<file path="src/rtl/mod_n_cascade_counter.sv">
// +--------------------------------------------------------------------------+
// | mod_n_cascade_counter                                                    |
// | DIGITS cascaded mod-MOD digit stages: up/down, clear, validated load,    |
// | wrap or saturate at terminal value. Optional `MOD_N_WRAP_CNT_EN adds an  |
// | 8-bit wrap event counter output (wrap_cnt).                              |
// | Revision: 1.0                                                            |
// +--------------------------------------------------------------------------+
`default_nettype none

module mod_n_cascade_counter #(
  parameter int MOD      = 10,
  parameter int DIGITS   = 2,
  parameter int SATURATE = 0,
  parameter int DW       = $clog2(MOD)
) (
  input  logic                 clk,
  input  logic                 rst_n,
  input  logic                 en,
  input  logic                 up_dn,
  input  logic                 clr,
  input  logic                 load,
  input  logic [DIGITS*DW-1:0] load_val,
  output logic [DIGITS*DW-1:0] count,
  output logic                 tc,
  output logic                 wrap,
`ifdef MOD_N_WRAP_CNT_EN
  output logic                 load_err,
  output logic [7:0]           wrap_cnt
`else
  output logic                 load_err
`endif
);

  localparam logic [DW-1:0] c_max = DW'(MOD - 1);
  localparam logic [DW:0]   c_mod = (DW+1)'(MOD);

  logic [DIGITS*DW-1:0] r_count;
  logic                 r_wrap;
  logic                 r_load_err;

  // w_carry[i] is the step request arriving at digit i; digit 0 always steps.
  logic [DIGITS:0]      w_carry;
  logic [DIGITS*DW-1:0] w_step;
  logic [DIGITS-1:0]    w_digit_ok;
  logic                 w_load_ok;
  logic                 w_hold;
  logic                 w_wrap_evt;

  assign w_carry[0] = 1'b1;

  for (genvar i = 0; i < DIGITS; i++) begin : g_digit
    logic [DW-1:0] w_d;
    logic [DW-1:0] w_lv;
    logic [DW-1:0] w_next;

    assign w_d  = r_count[i*DW +: DW];
    assign w_lv = load_val[i*DW +: DW];

    assign w_carry[i+1] = w_carry[i] & (up_dn ? (w_d == c_max) : (w_d == '0));

    assign w_next = !w_carry[i] ? w_d :
                    up_dn       ? ((w_d == c_max) ? '0 : w_d + 1'b1) :
                                  ((w_d == '0) ? c_max : w_d - 1'b1);

    assign w_step[i*DW +: DW] = w_next;
    assign w_digit_ok[i]      = ({1'b0, w_lv} < c_mod);
  end

  // Every digit at its end value for the current direction is the terminal count.
  assign tc         = w_carry[DIGITS];
  assign w_load_ok  = &w_digit_ok;
  assign w_hold     = (SATURATE != 0) && tc;
  assign w_wrap_evt = !clr && !load && en && !w_hold && tc;

  always_ff @(posedge clk or negedge rst_n) begin
    if (!rst_n) begin
      r_count    <= '0;
      r_wrap     <= 1'b0;
      r_load_err <= 1'b0;
    end else begin
      r_wrap     <= w_wrap_evt;
      r_load_err <= 1'b0;
      if (clr) begin
        r_count <= '0;
      end else if (load) begin
        if (w_load_ok) begin
          r_count <= load_val;
        end else begin
          r_load_err <= 1'b1;
        end
      end else if (en && !w_hold) begin
        r_count <= w_step;
      end
    end
  end

`ifdef MOD_N_WRAP_CNT_EN
  logic [7:0] r_wrap_cnt;

  always_ff @(posedge clk or negedge rst_n) begin
    if (!rst_n) begin
      r_wrap_cnt <= '0;
    end else if (clr) begin
      r_wrap_cnt <= '0;
    end else if (w_wrap_evt) begin
      r_wrap_cnt <= r_wrap_cnt + 8'd1;
    end
  end

  assign wrap_cnt = r_wrap_cnt;
`endif

  assign count    = r_count;
  assign wrap     = r_wrap;
  assign load_err = r_load_err;

endmodule

`default_nettype wire

</file>
<file path="config.mk">
export PLATFORM = sky130hd
export DESIGN_NAME = mod_n_cascade_counter
export DESIGN_NICKNAME = d
export VERILOG_FILES = /design/src/rtl/mod_n_cascade_counter.sv
export SDC_FILE = /design/constraint.sdc
export NUM_CORES = 1
export LEC_CHECK = 0
export CORE_MARGIN = 8
export CORE_UTILIZATION = 48
export DETAILED_ROUTE_END_ITERATION = 12
export PLACE_DENSITY = 0.79
export SYNTH_ARGS = -nofsm -noshare
export SYNTH_HDL_FRONTEND = slang
export SYNTH_SLANG_ARGS = --single-unit
</file>
<file path="constraint.sdc">
create_clock -name clk -period 2.5 [get_ports clk]
set_input_delay 0.75 -clock clk [delete_from_list [all_inputs] [get_ports clk]]
set_output_delay 0.75 -clock clk [all_outputs]
set_load 0.05 [all_outputs]
</file>
==> impl_metrics.yaml, run 1 <==
timing:
  finalHoldViolations: 0
  slew_headroom_pct: 64.7
  setup_violations: 1
  fmaxAchievable_mhz: 378
  slew_viol_final: 0
  setup_total_negative_slack_ps: -142
  post-route-min-period_ps: 2640
  rsz0062_at_grt: "true"
  finalWorstSetupSlack_ps: -142
  transition_time_at_the_pin_with_the_least_slew_margin_ps: 528
  timing.clock.skew_ps: 4.70
  final_min_period_over_clock_period_pct: 106
synth:
  syn-cell-area_sq_um: 957
  postSynth.asyncResetShare_pct: 100
  synth.yosys.seq_area_share_pct: 26.1
  synth.area.top_cells: "dfrtp_1 26%, ha_1 5.2%, nor2b_1 3.3%"
  synthesis.instances: 111
  count_of_flip_flops_with_a_built_in_enable_after_synthesis: 0
  ys_types: 50
  synthesis.nets: 129
  ys_ff_latch: 10
  synth_area_per_cell_sq_um: 8.62
  synth_top_area_share_pct: 26.1
  synth_top_flop_cell: "dfrtp_1"
  ys.warnings.count: 0
  synth_area_leader_cell: "dfrtp_1"
critical_path:
  cp.arrival_ps: 1890
  worstSetupPathType: "reg2out"
  reg2reg_slack_ps: 450
  crit_path_end: "tc"
  r2r-end: "count[5]"
  worstRegToRegCells: 8
  critical-path-max-stage-delay_ps: 410
  crit_path_cell_trace: "inv_2, ha_4, or3b_4, nor4_4, a41oi_2, nor3_4, buf_12"
  maximum_net_fanout_on_the_critical_path: 2
  crit_path_start: "count[1]"
  worstSetupPathDepth: 7
  critical_path_buf_inv_count: 2
  critical_path.slowest_cell: "dfrtp_2"
  critPathLaunchType: "flip-flop"
  setup.worst_path.end_class: "primary output"
  cp.required_ps: 1750
  regToRegStartpoint: "count[1]"
  critical-path-top-delay-family: "simple AND/OR/NAND/NOR gates"
drt:
  num_vias: 1056
  drtPass1Iterations: 4
  detailedRoute.firstIterationViolations: 35
  wl_per_cell_um: 16.5
  post-route-drc-count: 0
  drt-vias-per-instance: 5.97
  finalWirelength_mm: 2.93
  final_antenna_net_count: 0
clock_tree:
  postCtsHoldBufs: 0
  ctsLongestPathBuffers: 2
  htree_num_levels: 1
  clk_latency_ps: 270
  worst_setup_hold_path_clk_slew_ps: 80
  clk_root_buffer_cell: "clkbuf_4"
  tritoncts_num_sinks: 10
  cts-buffers-inserted: 3
  cts_tree: "done"
floorplan:
  die_area_sq_um: 3680
  fp.coreArea_sq_um: 1920
  boundaryPins: 25
  die_w_um: 60.7
  num_rows: 16
  start_util_pct: 49.8
  vertical_die_dimension_um: 60.7
power_and_ir_drop:
  p_total_mw: 0.724
  powerDensity_nw_per_um2: 507
  worst_ir_drop_vdd_uv: 357
  power_leakage_nw: 0.590
final_layout:
  layout-drive-gt1-share_pct: 29.3
  final_cell_mix: "23 x buf_4, 18 x clkdlybuf4s50_1, 7 x dfrtp_1"
  area_growth_syn_to_layout_pct: 49.0
  insertedDiodeCount: 0
  design.final.nets: 169
  final_common_cell: "buf_4"
  design_area_sq_um: 1430
  num-fill-cells: 151
global_routing:
  grt_use_total_pct: 16.9
  overflow: 0
  grt_start_max_net_pins: 14
  number_of_global_route_vias_before_repair: 1014
  grt_pass1_wl_mm: 4.78
  antenna_found_initial: 0
placement:
  placed_instance_area_sq_um: 1360
  worst_slack_placed_ps: -269
  post-dp-hpwl_mm: 2.14
  port_buffers: 24
  final_wtd_congestion: 0.902
run_status:
  run_status: "finished, violations left"
  failed_checks: "negative setup slack"
run:
  drv_cap: 0
min_path:
  worst_hold_check_path_type: "reg2reg"
==> routing by layer <==
metal	GRT usage (%)	vias up	wire [um]
li1	-	505	-
met2	27.1	41	1410
met3	3.18	2	181
met5	0	-	0
met4	5.98	0	10
met1	21.9	508	1320
==> how the worst min path moves through the flow <==
stage	slack, ps	start	cells past startpoint	to
2_1_floorplan	450	rst_n	0	count[0]
3_3_place_gp	590	count[6]	2	wrap
3_5_place_dp	600	count[6]	2	wrap
4_1_cts	600	count[6]	2	wrap
5_1_grt	630	count[6]	2	wrap
6_report	610	count[6]	2	wrap
==> registers in the layout, summed over array words and instances, names as in the netlist <==
register and count:
wrap 1, count 8, load_err 1
==> cell usage after synthesis (3+ instances only) <==
| cell type | n |
|---|---|
| nand3_1 | 4 |
| nor4_1 | 3 |
| nand2b_1 | 4 |
| nor2_1 | 4 |
| clkbuf_1 | 5 |
| a211oi_1 | 3 |
| nor2b_1 | 5 |
| inv_1 | 5 |
| nor3_1 | 5 |
| ha_1 | 4 |
| o21ai_0 | 6 |
| nand2_1 | 6 |
| dfrtp_1 | 10 |
| a21oi_1 | 3 |
==> cell families (layout without fill, tap and decap cells) <==
logic type	count (synthesis)	count (layout)	synth area share, %
AOI/OAI and AO/OA	33	33	28.4
xor gates and xnor gates	2	2	1.83
adders and majority gates	4	4	5.23
buffers and inverters	14	53	6.54
DFF	10	10	26.1
muxes	3	3	3.27
and+or+nand+nor	45	45	28.6
==> repair_timing <==
action | 4_1_cts | 5_1_grt
resized for setup | 5 | 0
endpoints found under the setup margin | 1 | 1
pin swaps | 2 | 0
setup buffers | 1 | 0
==> area by class of cell <==
| cell class | count | area (sq um) | share of cell area (%) |
|---|---|---|---|
| Sequential cell | 10 | 254 | 17.8 |
| Timing Repair Buffer | 44 | 390 | 27.4 |
| Inverter | 5 | 18.8 | 1.32 |
| Clock buffer | 4 | 36.3 | 2.54 |
| Tap cell | 27 | 33.8 | 2.37 |
| Multi-Input combinational cell | 87 | 693 | 48.6 |
==> tightest hold or removal path: stages, from the launching register on <==
cell and delay [ps]:
dfrtp_1 340, buf_4 170, nor4_1 70
==> metrics by stage <==
stage                     util, %  instances  hold WS [ps]
after floorplan                 -        111           454
after global placement       70.9        172           590
after detailed placement     70.9        172           602
after CTS                    74.2        177           605
after global routing         74.2        177           630
final                        74.2        177           612
==> report_power, final <==
part / total (mW) / switching [mW] / internal (mW)
logic: 0.375 / 0.205 / 0.170
registers: 0.196 / 0.0177 / 0.178
clock network: 0.152 / 0.0639 / 0.0886
total: 0.724 / 0.287 / 0.437
Power figures use the tool's default switching activity.
==> run 2, diff against run 1 <==
- CORE_MARGIN: 8 -> 2
==> impl_metrics.yaml, run 2 (synthesis gave the netlist of run 1 again) <==
run_status:
  run_status: "finished, violations left"
  failed_checks: "negative setup slack"
final_layout:
  final_common_cell: "buf_4"
  multi_input_area_sq_um: 693
  design_area_sq_um: 1440
  area_growth_syn_to_layout_pct: 50.5
  num-fill-cells: 158
  finalCoreUtilization_pct: 74.9
  largest_reg_flops: 8
  finalNonFillerCells: 178
  final-seq-area_sq_um: 254
  layout-drive-gt1-share_pct: 29.1
  design.final.nets: 170
  insertedDiodeCount: 0
  final_cell_mix: "23 x buf_4, 19 x clkdlybuf4s50_1, 7 x dfrtp_1"
power_and_ir_drop:
  netSwitchingPower_mw: 0.294
  switching_share_pct: 39.9
  powerDensity_nw_per_um2: 511
  sequential_power_share_pct: 26.9
  worst_ir_drop_vdd_uv: 492
  p_total_mw: 0.736
  p_int_mw: 0.442
  share_clk_of_total_power_pct: 21.4
  p_comb_share_pct: 51.8
  power_leakage_nw: 0.605
critical_path:
  r2r-end: "count[5]"
  reg2reg_slack_ps: 480
  worstSetupPathType: "reg2out"
  cp.required_ps: 1750
  crit_path_start: "count[0]"
  worstRegToRegCells: 8
  regToRegStartpoint: "count[0]"
  setup.worst_path.end_class: "primary output"
  cp.arrival_ps: 1910
  maximum_net_fanout_on_the_critical_path: 2
  critPathLaunchType: "flip-flop"
min_path:
  hold_end: "wrap"
  worst_hold_check_path_type: "reg2reg"
  timing.hold.worst.start: "count[6]"
  holdPathStages: 2
clock_tree:
  clk_root_buffer_cell: "clkbuf_4"
  postCtsHoldBufs: 0
  worst_setup_hold_path_clk_slew_ps: 80
  ctsLongestPathBuffers: 2
  cts-buffers-inserted: 3
  htree_num_levels: 1
  cts_tree: "done"
  clk_latency_ps: 280
  tritoncts_num_sinks: 10
floorplan:
  die_area_sq_um: 2370
  fp.coreArea_sq_um: 1920
  boundaryPins: 25
  vertical_die_dimension_um: 48.7
  die_w_um: 48.7
  num_rows: 16
  start_util_pct: 49.8
placement:
  placed_instance_area_sq_um: 1370
  port_buffers: 24
  worst_slack_placed_ps: -289
  cell_total_after_placement: 172
  post-dp-hpwl_mm: 2.13
  final_wtd_congestion: 0.812
drt:
  wl_per_cell_um: 16.0
  drt-vias-per-instance: 6.04
  finalWirelength_mm: 2.84
  post-route-drc-count: 0
  detailedRoute.firstIterationViolations: 45
  drtPass1Iterations: 4
  num_vias: 1075
  final_antenna_net_count: 0
timing:
  timing.clock.skew_ps: 8.94
  post-route-min-period_ps: 2660
  final_min_period_over_clock_period_pct: 107
  finalWorstSetupSlack_ps: -165
  setup_violations: 1
  fmaxAchievable_mhz: 375
  transition_time_at_the_pin_with_the_least_slew_margin_ps: 512
  slew_viol_final: 0
  finalHoldViolations: 0
  rsz0062_at_grt: "true"
  slew_headroom_pct: 65.8
global_routing:
  overflow: 0
  antenna_found_initial: 0
  grt_start_max_net_pins: 14
  grt_use_total_pct: 24.8
  number_of_global_route_vias_before_repair: 990
  grt_pass1_wl_mm: 4.64
run:
  drv_cap: 0
-- run 2: power groups by stage --
stage	Sequential (mW)	Combinational [mW]	Clock, mW
final	0.198	0.381	0.157
after global routing	0.200	0.402	0.166
after CTS	0.197	0.377	0.157
after detailed placement	0.198	0.363	0
after global placement	0.198	0.355	0
after floorplan	0.256	0.164	0
-- run 2: per-stage QoR --
stage,TNS [ps],hold WS [ps]
final,-165,648
after CTS,-127,638
after global placement,-467,591
after global routing,-212,661
after floorplan,-330,454
after detailed placement,-584,621
-- run 2: worst max path at each step --
stage	end	slack (ps)
final	tc	-160
after global routing	tc	-210
after CTS	tc	-130
after detailed placement	tc	-290
after global placement	tc	-270
after floorplan	tc	-330
-- run 2: cell type report --
cell class | count | area share (%)
well taps | 27 | 2.35
flip-flops and latches | 10 | 17.6
multi-input cells | 87 | 48.1
repair buffers | 45 | 28.1
inverters | 5 | 1.30
clock buffers | 4 | 2.52
-- run 2: worst max-delay path, cell delays in order, from the launching register on --
cell     delay (ps)
dfrtp_2         410
inv_2            80
ha_4            130
or3b_4          390
nor4_4          170
a41oi_2         100
nor3_4          200
buf_12          160
-- run 2: timing repair --
item / in CTS / in global routing
endpoints found under the setup margin: 1 / 2
resized for setup: 4 / 1
pin swaps: 3 / 0
setup buffers: 2 / 0
gates cloned: 0 / 0
-- run 2: routing by layer --
layer	track usage [%]	share of wire, %	vias to the layer above
met3	3.40	6.8	4
met5	0	0	-
met2	40.0	49	44
met1	33.8	43	527
met4	9.52	0.56	0
li1	-	-	500
